## src/rtl/fp16_pool_reducer.sv

```systemverilog
// -----------------------------------------------------------------------------
// fp16_pool_reducer
//   Streaming multi-lane floating-point max/min pooling reducer. Each input beat
//   carries one element per lane. WINDOW consecutive accepted beats are reduced
//   per lane to the extreme element and the in-window beat index of that
//   element. The index drives max-unpooling in the decoder. Elements are ordered
//   by a sign-magnitude compare with no subtractor. +0 and -0 are equal. NaN and
//   Inf are ordered by their bit pattern.
//
// Ports
//   clk        rising-edge clock
//   rst_n      asynchronous active-low reset
//   clr        synchronous clear: drops the partial window; a pending result is kept
//   mode       0 = max, 1 = min; sampled on beat 0 of each window
//   in_valid   input beat valid
//   in_ready   input beat accepted when in_valid & in_ready
//   in_data    LANES*DW bits; lane k at [k*DW +: DW]
//   out_valid  result valid
//   out_ready  result consumed when out_valid & out_ready
//   out_data   per-lane extreme value, lane k at [k*DW +: DW]
//   out_idx    per-lane winning beat index, lane k at [k*IW +: IW]
// -----------------------------------------------------------------------------
module fp16_pool_reducer #(
    parameter int EXP_W  = 5,
    parameter int MAN_W  = 10,
    parameter int LANES  = 4,
    parameter int WINDOW = 4,
    localparam int DW    = 1 + EXP_W + MAN_W,
    localparam int IW    = $clog2(WINDOW)
) (
    input  logic                clk,
    input  logic                rst_n,
    input  logic                clr,
    input  logic                mode,
    input  logic                in_valid,
    output logic                in_ready,
    input  logic [LANES*DW-1:0] in_data,
    output logic                out_valid,
    input  logic                out_ready,
    output logic [LANES*DW-1:0] out_data,
    output logic [LANES*IW-1:0] out_idx
);

    // Returns 1 when a is strictly greater than b in sign-magnitude order.
    function automatic logic is_gt(input logic [DW-1:0] a, input logic [DW-1:0] b);
        logic [DW-2:0] mag_a;
        logic [DW-2:0] mag_b;
        mag_a = a[DW-2:0];
        mag_b = b[DW-2:0];
        if ((mag_a == '0) && (mag_b == '0))
            return 1'b0;
        if (a[DW-1] != b[DW-1])
            return ~a[DW-1];
        if (!a[DW-1])
            return mag_a > mag_b;
        return mag_a < mag_b;
    endfunction

    logic [IW-1:0] cnt_reg;
    logic [IW-1:0] cnt_next;
    logic          mode_q_reg;
    logic          mode_q_next;
    logic          out_valid_reg;
    logic          out_valid_next;

    logic first_beat;
    logic last_beat;
    logic accept;

    assign first_beat = (cnt_reg == '0);
    assign last_beat  = (cnt_reg == IW'(WINDOW - 1));

    // Non-final beats never stall; the final beat waits only while a result is held.
    assign in_ready  = ~last_beat | ~out_valid_reg | out_ready;
    // clr wins over a same-cycle beat, which is dropped.
    assign accept    = in_valid & in_ready & ~clr;
    assign out_valid = out_valid_reg;

    always_comb begin
        cnt_next       = cnt_reg;
        mode_q_next    = mode_q_reg;
        out_valid_next = out_valid_reg;

        if (clr)
            cnt_next = '0;
        else if (accept)
            cnt_next = last_beat ? '0 : IW'(cnt_reg + 1'b1);

        if (accept && first_beat)
            mode_q_next = mode;

        // A final-beat load in the same cycle as a drain keeps out_valid high.
        if (accept && last_beat)
            out_valid_next = 1'b1;
        else if (out_ready)
            out_valid_next = 1'b0;
    end

    always_ff @(posedge clk or negedge rst_n) begin
        if (!rst_n) begin
            cnt_reg       <= '0;
            mode_q_reg    <= 1'b0;
            out_valid_reg <= 1'b0;
        end else begin
            cnt_reg       <= cnt_next;
            mode_q_reg    <= mode_q_next;
            out_valid_reg <= out_valid_next;
        end
    end

    genvar gi;
    generate
        for (gi = 0; gi < LANES; gi++) begin : g_lane
            logic [DW-1:0] lane_in;
            logic [DW-1:0] acc_reg;
            logic [DW-1:0] acc_next;
            logic [IW-1:0] idx_reg;
            logic [IW-1:0] idx_next;
            logic [DW-1:0] out_data_reg;
            logic [IW-1:0] out_idx_reg;
            logic          better;

            assign lane_in = in_data[gi*DW +: DW];
            // Strict compare so ties keep the earlier (lower index) element.
            assign better  = mode_q_reg ? is_gt(acc_reg, lane_in) : is_gt(lane_in, acc_reg);

            always_comb begin
                acc_next = acc_reg;
                idx_next = idx_reg;
                if (accept) begin
                    if (first_beat) begin
                        acc_next = lane_in;
                        idx_next = '0;
                    end else if (better) begin
                        acc_next = lane_in;
                        idx_next = cnt_reg;
                    end
                end
            end

            always_ff @(posedge clk or negedge rst_n) begin
                if (!rst_n) begin
                    acc_reg      <= '0;
                    idx_reg      <= '0;
                    out_data_reg <= '0;
                    out_idx_reg  <= '0;
                end else begin
                    acc_reg <= acc_next;
                    idx_reg <= idx_next;
                    // WINDOW >= 2, so the final beat is never beat 0 and
                    // acc_next already folds in that beat.
                    if (accept && last_beat) begin
                        out_data_reg <= acc_next;
                        out_idx_reg  <= idx_next;
                    end
                end
            end

            assign out_data[gi*DW +: DW] = out_data_reg;
            assign out_idx[gi*IW +: IW]  = out_idx_reg;
        end
    endgenerate

endmodule

```

## config.mk

```make
export PLATFORM = sky130hd
export DESIGN_NAME = fp16_pool_reducer
export DESIGN_NICKNAME = d
export VERILOG_FILES = /design/src/rtl/fp16_pool_reducer.sv
export SDC_FILE = /design/constraint.sdc
export NUM_CORES = 1
export LEC_CHECK = 0
export CORE_ASPECT_RATIO = 1.4
export CORE_MARGIN = 2
export CORE_UTILIZATION = 33
export CTS_BUF_LIST = sky130_fd_sc_hd__clkbuf_8
export DETAILED_ROUTE_END_ITERATION = 8
export DONT_BUFFER_PORTS = 1
export PLACE_DENSITY = 0.44
export SLEW_MARGIN = 20
export SYNTH_ARGS = -nofsm -noshare
export SYNTH_HDL_FRONTEND = slang
export SYNTH_SLANG_ARGS = --single-unit
```

## constraint.sdc

```tcl
create_clock -name clk -period 3.68 [get_ports clk]
set_clock_uncertainty 0.15 [all_clocks]
set_input_delay 0.552 -clock clk [delete_from_list [all_inputs] [get_ports clk]]
set_output_delay 0.552 -clock clk [all_outputs]
set_load 0.02 [all_outputs]
```

==> out/metrics.cfg, run 1 <==
[placed_design]
place_congestion=0.8001
numPortBuffers=0
placed_area_um2=8473
place_hpwl_um=15440

[run_status]
violations=negative hold slack
status=finished, violations left

[cts]
cts_buffers=17
cts.clk_slew.worst_paths_ns=0.08
root_buffer=clkbuf_8
cts-resized-gates=0
cts_tree=built
cts_setup_buffers=0
cts_num_sinks=148
cts-htree-levels=4
clock_path_buffers=2
insertion_delay_ns=0.45
ctsHoldBuffers=1

[die]
die_w_um=137.4
die_y_um=190.8
initial_utilization_pct=33.45
io_pins=144
rows=68
core_area_um2=24590
dieArea_um2=26220

[global_routing]
grt_antenna_before_repair=1
grt_first_pass_wirelength_um=34050
grt_start_max_net_pins=149
overflow=0
grt_pass1_vias=6207
track_usage_pct=16.83

[yosys]
synth_fp_nets=902
ys_warn_count=0
syn_area_um2=8224
synth_area_per_cell_um2=10.68
yosysUniqueCellTypes=47
synth_top_flop_cell=dfrtp_1
ys_ff_latch=148
seq_area_frac_synth_pct=45.03
synth_edf_count=0
synth_top_area_cell=dfrtp_1
syn_inst=770
ys_async_sr_fraction_pct=100.0
yosys-top-cells-area=dfrtp_1 (45%), ha_1 (9.4%), mux2_2 (6.6%)
synth_top_area_share_pct=45.03

[timing]
finalMaxSlewViolations=0
final_hold_viol_count=148
finalSetupViolCount=0
rsz0062_at_grt=no
min_period_over_period_pct=85.94
finalSetupTns_ns=0
fin_crit_ns=3.163
max_freq_mhz=316.2
hold_slack_ns=-0.3523
slew_headroom_pct=42.02
tightest_slew_ns=0.8697

[pwr]
comb_power_share_pct=24.5
swShare_pct=33.74
sequentialPowerShare_pct=46.6
p_leak_nw=4.029
ir_drop_uv=204.2
pwr_density_cell_nw_per_um2=591.4
p_clk_share_pct=28.9
p_int_mw=3.511
p_switching_mw=1.788

[setup_path]
cp_slowest_cell=a21oi_4
cp_max_fo=16
crit_buf_inv=1
crit_path_max_incr_delay_ns=0.57
cp_cell_sequence=inv_1, ha_1, nand2_2, nor4_4, o21ai_2, a211o_1, or2_1, a21oi_4, mux2_2
required_ns=3.86
ff2ff_setup_slack_ns=0.52
worstSetupPathType=reg -> reg
arrival_ns=3.35
worst_setup_path_end_kind=register
cp_top_family=compound AO/OA/AOI/OAI gates
cp-start-kind=register
path_depth=9
r2r_cells=9

[cells_and_area]
final_common_cell=dfrtp_1
finalNetCount=898
antennaDiodeCount=0
drive_gt1_share_pct=13.50
area_growth_pct=8.946
final_area_um2=8960
final_cell_mix=dfrtp_1 (148), inv_1 (64), ha_1 (62)

[hold_path]
hold_class=in -> async

[routing]
via_per_inst=5.352
vias=5850
wire_per_inst_um=19.76
routed_wl_um=21600
drtIter0Drc=275
final_antenna_net_count=0
drc=0
firstDrtPassIters=5

[run]
maxCapViolCount=0

[Yosys cell counts (all sizes together), types with 16 or more instances]
cell type / count
nand2: 49
ha: 62
o21ai: 31
nor4: 30
a221o: 48
nor2: 31
mux2: 51
dfrtp: 148
buf: 19
inv: 63
a21oi: 60
nand4: 17
and2: 49
clkbuf: 16
mux2i: 31
[power by group through the flow]
stage / clock network (mW) / logic, mW / registers, mW
detailed placement: 0 / 1.31 / 2.51
global route: 1.65 / 1.48 / 2.53
floorplan: 0 / 1.13 / 2.38
CTS: 1.58 / 1.32 / 2.48
finish: 1.53 / 1.30 / 2.47
global placement: 0 / 1.28 / 2.50
[final timing paths]
| kind | startpoint | to |
|---|---|---|
| setup reg to reg | g_lane[2].acc_reg[14]$_DFF_PN0_ | g_lane[2].acc_reg[9]$_DFF_PN0_ |
| min in group clk | out_ready | out_valid$_DFFE_PN0P_ |
| max in group asynchronous | rst_n | g_lane[0].out_data_reg[3]$_DFFE_PN0P_ |
| hold reg to reg | g_lane[2].idx_reg[1]$_DFF_PN0_ | g_lane[2].idx_reg[1]$_DFF_PN0_ |
| setup / recovery | g_lane[2].acc_reg[14]$_DFF_PN0_ | g_lane[2].acc_reg[9]$_DFF_PN0_ |
| hold / removal | rst_n | g_lane[3].out_data_reg[7]$_DFFE_PN0P_ |
[layout make-up]
cell class,count,area [um^2]
tap,315,394.1
clock buffer,22,302.8
multi-input combinational,523,4053
fill,2462,15630
sequential,148,3704
clock inverter,9,173.9
timing repair buffer,12,92.59
inverter,64,240.2
[cells by family (layout without fill, tap and decap cells)]
group           after synthesis  count (layout)  synth area share (%)
compound gates              167             167                 14.47
xor+xnor                      9               9                0.9584
fa+ha+maj                    62              62                 9.432
buf+inv                      99             107                 5.812
flops                       148             148                 45.03
mux                          82              82                 10.76
simple gates                203             203                 13.54
[worst register-to-register path: stages, from the launching register on]
cell	delay, ns
dfrtp_1	0.43
inv_1	0.07
ha_1	0.31
nand2_2	0.09
nor4_4	0.32
o21ai_2	0.09
a211o_1	0.25
or2_1	0.36
a21oi_4	0.57
mux2_2	0.42
[routing by layer]
| layer | vias to the layer above | part of all wire [%] | global-route usage, % | routed length [um] |
|---|---|---|---|---|
| met5 | - | 0.060 | 0 | 13 |
| met3 | 17 | 6.3 | 5.662 | 1370 |
| met4 | 2 | 1.1 | 4.441 | 241 |
| met1 | 2899 | 40 | 18.70 | 8613 |
| li1 | 2799 | - | - | - |
| met2 | 133 | 53 | 30.31 | 11360 |
[stage by stage]
stage	cells	power, mW	util [%]	setup WS, ns	hold WS, ns
after floorplan	770	3.511	-	0.8075	0.1064
after global placement	1061	3.775	34.46	0.4410	0.1102
after detailed placement	1061	3.814	34.46	0.4340	0.1108
after CTS	1093	5.380	36.44	0.4796	-0.4025
after global routing	1093	5.665	36.44	0.3147	-0.4058
final	1093	5.299	36.44	0.5173	-0.3523
Power figures use the tool's default switching activity.
==> run 2, diff against run 1 <==
- CORE_UTILIZATION: 33 -> 66
- GPL_TIMING_DRIVEN: not set -> 0
- PLACE_DENSITY: 0.44 -> 0.79
==> out/metrics.cfg, run 2 (synthesis gave the netlist of run 1 again) <==
[run_status]
status=finished, violations left  ; unchanged
violations=negative hold slack  ; unchanged

[cells_and_area]
antennaDiodeCount=0  ; unchanged
drive_gt1_share_pct=14.20  ; was 13.50%
final_cell_mix=dfrtp_1 (148), inv_1 (64), ha_1 (62)  ; unchanged
area_growth_pct=7.409  ; was 8.946%
final_common_cell=dfrtp_1  ; unchanged
num-fill-cells=925  ; was 2,462
finish.utilization_pct=72.10  ; was 36.44%
finalNetCount=922  ; was 898

[cts]
insertion_delay_ns=0.45  ; about the same
cts.clk_slew.worst_paths_ns=0.08  ; about the same
root_buffer=clkbuf_8  ; unchanged
cts_num_sinks=148  ; unchanged
cts_setup_buffers=0  ; unchanged
ctsHoldBuffers=1  ; unchanged
cts_buffers=17  ; unchanged
cts_tree=built  ; unchanged
cts-htree-levels=4  ; unchanged
clock_path_buffers=2  ; unchanged

[die]
io_pins=144  ; unchanged
core_area_um2=12250  ; was 24,590 um^2
die_w_um=98.34  ; was 137.4 um
rows=48  ; was 68
die_y_um=136.1  ; was 190.8 um
dieArea_um2=13380  ; was 26,220 um^2
initial_utilization_pct=67.13  ; was 33.45%

[timing]
finalSetupTns_ns=0  ; unchanged
rsz0062_at_grt=no  ; unchanged
finalSetupViolCount=0  ; unchanged
finalMaxSlewViolations=0  ; unchanged
max_freq_mhz=301.0  ; was 316.2 MHz
final_hold_viol_count=148  ; unchanged
min_period_over_period_pct=90.27  ; was 85.94%
fin_crit_ns=3.322  ; was 3.163 ns
tightest_slew_ns=0.6060  ; was 0.8697 ns
hold_slack_ns=-0.3614  ; was -0.3523 ns
slew_headroom_pct=59.60  ; was 42.02%

[routing]
drc=0  ; unchanged
routed_wl_um=19490  ; was 21,600 um
final_antenna_net_count=0  ; unchanged
wire_per_inst_um=20.45  ; was 19.76 um
vias=6142  ; was 5,850
firstDrtPassIters=5  ; unchanged
via_per_inst=6.445  ; was 5.352
drtIter0Drc=277  ; was 275

[global_routing]
overflow=0  ; unchanged
track_usage_pct=29.70  ; was 16.83%
busiest_layer=met2  ; unchanged
grt_antenna_before_repair=0  ; was 1
use_met3_pct=8.895  ; was 5.662%
grt_first_pass_wirelength_um=31830  ; was 34,050 um
grt_util_met1_pct=33.49  ; was 18.70%
gr-usage-met2_pct=52.46  ; was 30.31%
grt_pass1_vias=6516  ; was 6,207
grt_start_max_net_pins=149  ; unchanged

[placed_design]
numPortBuffers=0  ; unchanged
place_congestion=0.8746  ; was 0.8001
place_hpwl_um=14170  ; was 15,440 um

[setup_path]
worstSetupPathType=reg -> reg  ; unchanged
r2r-end=g_lane[1].out_data_reg[13]$_DFFE_PN0P_  ; was g_lane[2].acc_reg[9]$_DFF_PN0_
r2r_start=cnt_reg[0]$_DFFE_PN0P_  ; was g_lane[2].acc_reg[14]$_DFF_PN0_
cp_cell_sequence=ha_1, nand3b_1, nand2_1, nor2_2, nand2_1, clkbuf_1, clkbuf_1, and2_1, a221o_1  ; was inv_1, ha_1, nand2_2, nor4_4, o21ai_2, a211o_1, or2_1, a21oi_4, mux2_2
path_depth=9  ; unchanged
cp_top_family=simple AND/OR/NAND/NOR gates  ; was compound AO/OA/AOI/OAI gates
cp-start-kind=register  ; unchanged
cp_max_fo=10  ; was 16
arrival_ns=3.50  ; was 3.35 ns
crit_buf_inv=2  ; was 1
cp_slowest_cell=dfrtp_1  ; was a21oi_4
r2r_cells=9  ; unchanged
required_ns=3.86  ; about the same
ff2ff_setup_slack_ns=0.36  ; was 0.52 ns
crit_path_max_incr_delay_ns=0.50  ; was 0.57 ns
worst_setup_path_end_kind=register  ; unchanged

[pwr]
pwr_density_cell_nw_per_um2=582.2  ; was 591.4 nW/um^2
p_leak_nw=4.068  ; was 4.029 nW
ir_drop_uv=342.3  ; was 204.2 uV

[run]
maxCapViolCount=0  ; unchanged

[hold_path]
hold_class=in -> async  ; unchanged

[run 2: how the worst max path moves through the flow]
stage,startpoint,to
6_report,cnt_reg[0]$_DFFE_PN0P_,g_lane[1].out_data_reg[13]$_DFFE_PN0P_
5_1_grt,cnt_reg[0]$_DFFE_PN0P_,g_lane[1].out_data_reg[14]$_DFFE_PN0P_
4_1_cts,cnt_reg[0]$_DFFE_PN0P_,g_lane[1].out_data_reg[14]$_DFFE_PN0P_
3_5_place_dp,cnt_reg[0]$_DFFE_PN0P_,g_lane[1].out_data_reg[14]$_DFFE_PN0P_
3_3_place_gp,cnt_reg[0]$_DFFE_PN0P_,g_lane[1].out_data_reg[14]$_DFFE_PN0P_
2_1_floorplan,in_data[46],g_lane[2].acc_reg[10]$_DFF_PN0_
[run 2: through the flow]
stage / setup slack (ns) / power, mW / cells / cell area (um^2) / hold WS [ns]
5_1_grt: 0.1635 / 5.440 / 953 / 8833 / -0.3908
6_report: 0.3580 / 5.143 / 953 / 8833 / -0.3614
2_1_floorplan: 0.8075 / 3.511 / 770 / 8224 / 0.1064
3_3_place_gp: 0.2379 / 3.755 / 920 / 8412 / 0.1098
4_1_cts: 0.1924 / 5.162 / 953 / 8831 / -0.3825
3_5_place_dp: 0.1902 / 3.841 / 920 / 8412 / 0.1092
[run 2: what timing repair did]
| item | in CTS | in global routing |
|---|---|---|
| endpoints found under the setup margin | 0 | 2 |
| resized for setup | 0 | 1 |
| endpoints found under the hold margin | 150 | 148 |
[run 2: area by class of cell]
| type | instances | area (um^2) | share of cell area [%] |
|---|---|---|---|
| plain buffers | 35 | 237.7 | 2.691 |
| clock buffers | 18 | 247.7 | 2.805 |
| clock inverters | 14 | 161.4 | 1.827 |
| inverters | 64 | 240.2 | 2.720 |
| multi-input cells | 523 | 4045 | 45.79 |
| flip-flops and latches | 148 | 3704 | 41.93 |
| well taps | 150 | 187.7 | 2.125 |
| repair buffers | 1 | 10.01 | 0.1133 |
[run 2: metal layers]
metal,share of wire [%],vias to the layer above
li1,-,2847
met1,38,3046
met2,52,200
met3,6.7,49
met4,3.0,0
met5,0,-
[run 2: where the power goes]
group | switching, mW | internal [mW]
registers | 0.490 | 1.97
clock network | 0.633 | 0.683
logic | 0.675 | 0.696
total | 1.80 | 3.35
==> run 3, diff against run 2 <==
- CORE_UTILIZATION: 66 -> 64
- CTS_BUF_LIST: sky130_fd_sc_hd__clkbuf_8 -> not set
- PLACE_DENSITY: 0.79 -> 0.77
==> out/metrics.cfg, run 3 (synthesis gave the netlist of run 1 again) <==
[cts]
cts-resized-gates=0  ; unchanged
root_buffer=clkbuf_16  ; was clkbuf_8
cts-htree-levels=4  ; unchanged
cts.clk_slew.worst_paths_ns=0.06  ; was 0.08 ns
cts_buffers=17  ; unchanged
insertion_delay_ns=0.42  ; was 0.45 ns
cts_tree=built  ; unchanged
clock_path_buffers=2  ; unchanged
cts_num_sinks=148  ; unchanged
cts_setup_buffers=0  ; unchanged

[pwr]
p_leak_nw=4.152  ; was 4.068 nW
ir_drop_uv=327.8  ; was 342.3 uV
pwr_density_cell_nw_per_um2=619.2  ; was 582.2 nW/um^2

[cells_and_area]
final_cell_mix=dfrtp_1 (148), inv_1 (63), ha_1 (62)  ; was dfrtp_1 (148), inv_1 (64), ha_1 (62)
antennaDiodeCount=0  ; unchanged
drive_gt1_share_pct=14.09  ; was 14.20%
finalNetCount=921  ; was 922
final_common_cell=dfrtp_1  ; unchanged
num-fill-cells=914  ; was 925
fin_cells=955  ; was 953
area_growth_pct=9.509  ; was 7.409%

[global_routing]
grt_start_max_net_pins=149  ; unchanged
track_usage_pct=29.42  ; was 29.70%
grt_pass1_vias=6491  ; was 6,516
grt_first_pass_wirelength_um=32300  ; was 31,830 um
grt_antenna_before_repair=0  ; unchanged
overflow=0  ; unchanged

[setup_path]
worst_setup_path_end_kind=register  ; unchanged
cp_max_fo=10  ; unchanged
arrival_ns=3.67  ; was 3.50 ns
required_ns=3.83  ; was 3.86 ns
cp-start-kind=register  ; unchanged
worstSetupPathType=reg -> reg  ; unchanged
ff2ff_setup_slack_ns=0.16  ; was 0.36 ns

[routing]
via_per_inst=6.414  ; was 6.445
drc=0  ; unchanged
wire_per_inst_um=20.45  ; about the same
drtIter0Drc=309  ; was 277
final_antenna_net_count=0  ; unchanged
firstDrtPassIters=5  ; unchanged
routed_wl_um=19530  ; was 19,490 um
vias=6125  ; was 6,142

[die]
rows=49  ; was 48
die_w_um=99.81  ; was 98.34 um
io_pins=144  ; unchanged
initial_utilization_pct=64.80  ; was 67.13%
die_y_um=138.1  ; was 136.1 um
dieArea_um2=13790  ; was 13,380 um^2
core_area_um2=12690  ; was 12,250 um^2

[run_status]
violations=negative hold slack  ; unchanged
status=finished, violations left  ; unchanged

[timing]
tightest_slew_ns=0.5604  ; was 0.6060 ns
min_period_over_period_pct=95.69  ; was 90.27%
finalSetupTns_ns=0  ; unchanged
hold_slack_ns=-0.3266  ; was -0.3614 ns
max_freq_mhz=284.0  ; was 301.0 MHz
finalSetupViolCount=0  ; unchanged
final_hold_viol_count=148  ; unchanged
rsz0062_at_grt=no  ; unchanged
finalMaxSlewViolations=0  ; unchanged
fin_crit_ns=3.521  ; was 3.322 ns
slew_headroom_pct=62.51  ; was 59.60%

[placed_design]
placedCellCount=923  ; was 920
place_congestion=0.8845  ; was 0.8746
numPortBuffers=0  ; unchanged
place_hpwl_um=14090  ; was 14,170 um

[run]
maxCapViolCount=0  ; unchanged

[hold_path]
hold_class=in -> async  ; unchanged

run 3: cell types whose count changed in the layout (fill, tap and decap cells not counted), moves of 2 or more:
cell	before	now
clkinv_2	4	6
clkbuf_16	0	17
clkbuf_8	18	0
clkinvlp_4	4	2
run 3: worst paths after layout:
kind | startpoint | to | depth (start not counted)
worst max-delay path | cnt_reg[0]$_DFFE_PN0P_ | g_lane[1].out_data_reg[14]$_DFFE_PN0P_ | 9
worst min-delay path | rst_n | g_lane[3].acc_reg[12]$_DFF_PN0_ | 0
worst max register to register | cnt_reg[0]$_DFFE_PN0P_ | g_lane[1].out_data_reg[14]$_DFFE_PN0P_ | 9
worst min register to register | g_lane[2].idx_reg[0]$_DFF_PN0_ | g_lane[2].idx_reg[0]$_DFF_PN0_ | 2
max in group asynchronous | rst_n | g_lane[1].out_data_reg[13]$_DFFE_PN0P_ | 0
min in group clk | clr | cnt_reg[0]$_DFFE_PN0P_ | 1
run 3: metrics by stage:
step	cell area (um^2)	power (mW)	setup WS, ns	hold WS, ns	utilization [%]
after global placement	8416	3.755	0.1989	0.1102	66.31
after detailed placement	8416	3.840	0.1758	0.1093	66.31
after floorplan	8224	3.511	0.8075	0.1064	-
after CTS	9006	5.606	0.1549	-0.3412	70.97
final	9006	5.577	0.1586	-0.3266	70.97
after global routing	9006	5.892	0.008804	-0.3447	70.97
run 3: layer usage:
layer / part of all wire [%] / up-vias / GRT usage, %
met1: 38 / 3039 / 33.82
met2: 52 / 190 / 50.96
li1: - / 2851 / -
met4: 2.9 / 0 / 12.26
met5: 0 / - / 0
met3: 6.4 / 45 / 8.342
run 3: worst max-delay path: stages, from the launching register on:
cell	delay (ns)
dfrtp_1	0.48
ha_1	0.30
nand3b_1	0.29
nand2_1	0.18
nor2_1	0.47
nand2_1	0.36
clkbuf_1	0.32
clkbuf_1	0.33
and2_1	0.26
a221o_1	0.25
run 3: final cells by class:
cell class,instances,area (um^2),area share (%)
multi-input combinational,523,4043,44.89
sequential,148,3704,41.12
inverter,64,240.2,2.667
clock buffer,18,429.2,4.765
tap,153,191.4,2.126
buffer,35,237.7,2.640
clock inverter,14,161.4,1.792
run 3: report_power, final:
group          leakage [nW]  switching [mW]  internal (mW)
Clock                 0.290           0.679           1.06
Combinational          1.97           0.680          0.697
Sequential             1.89           0.489           1.97
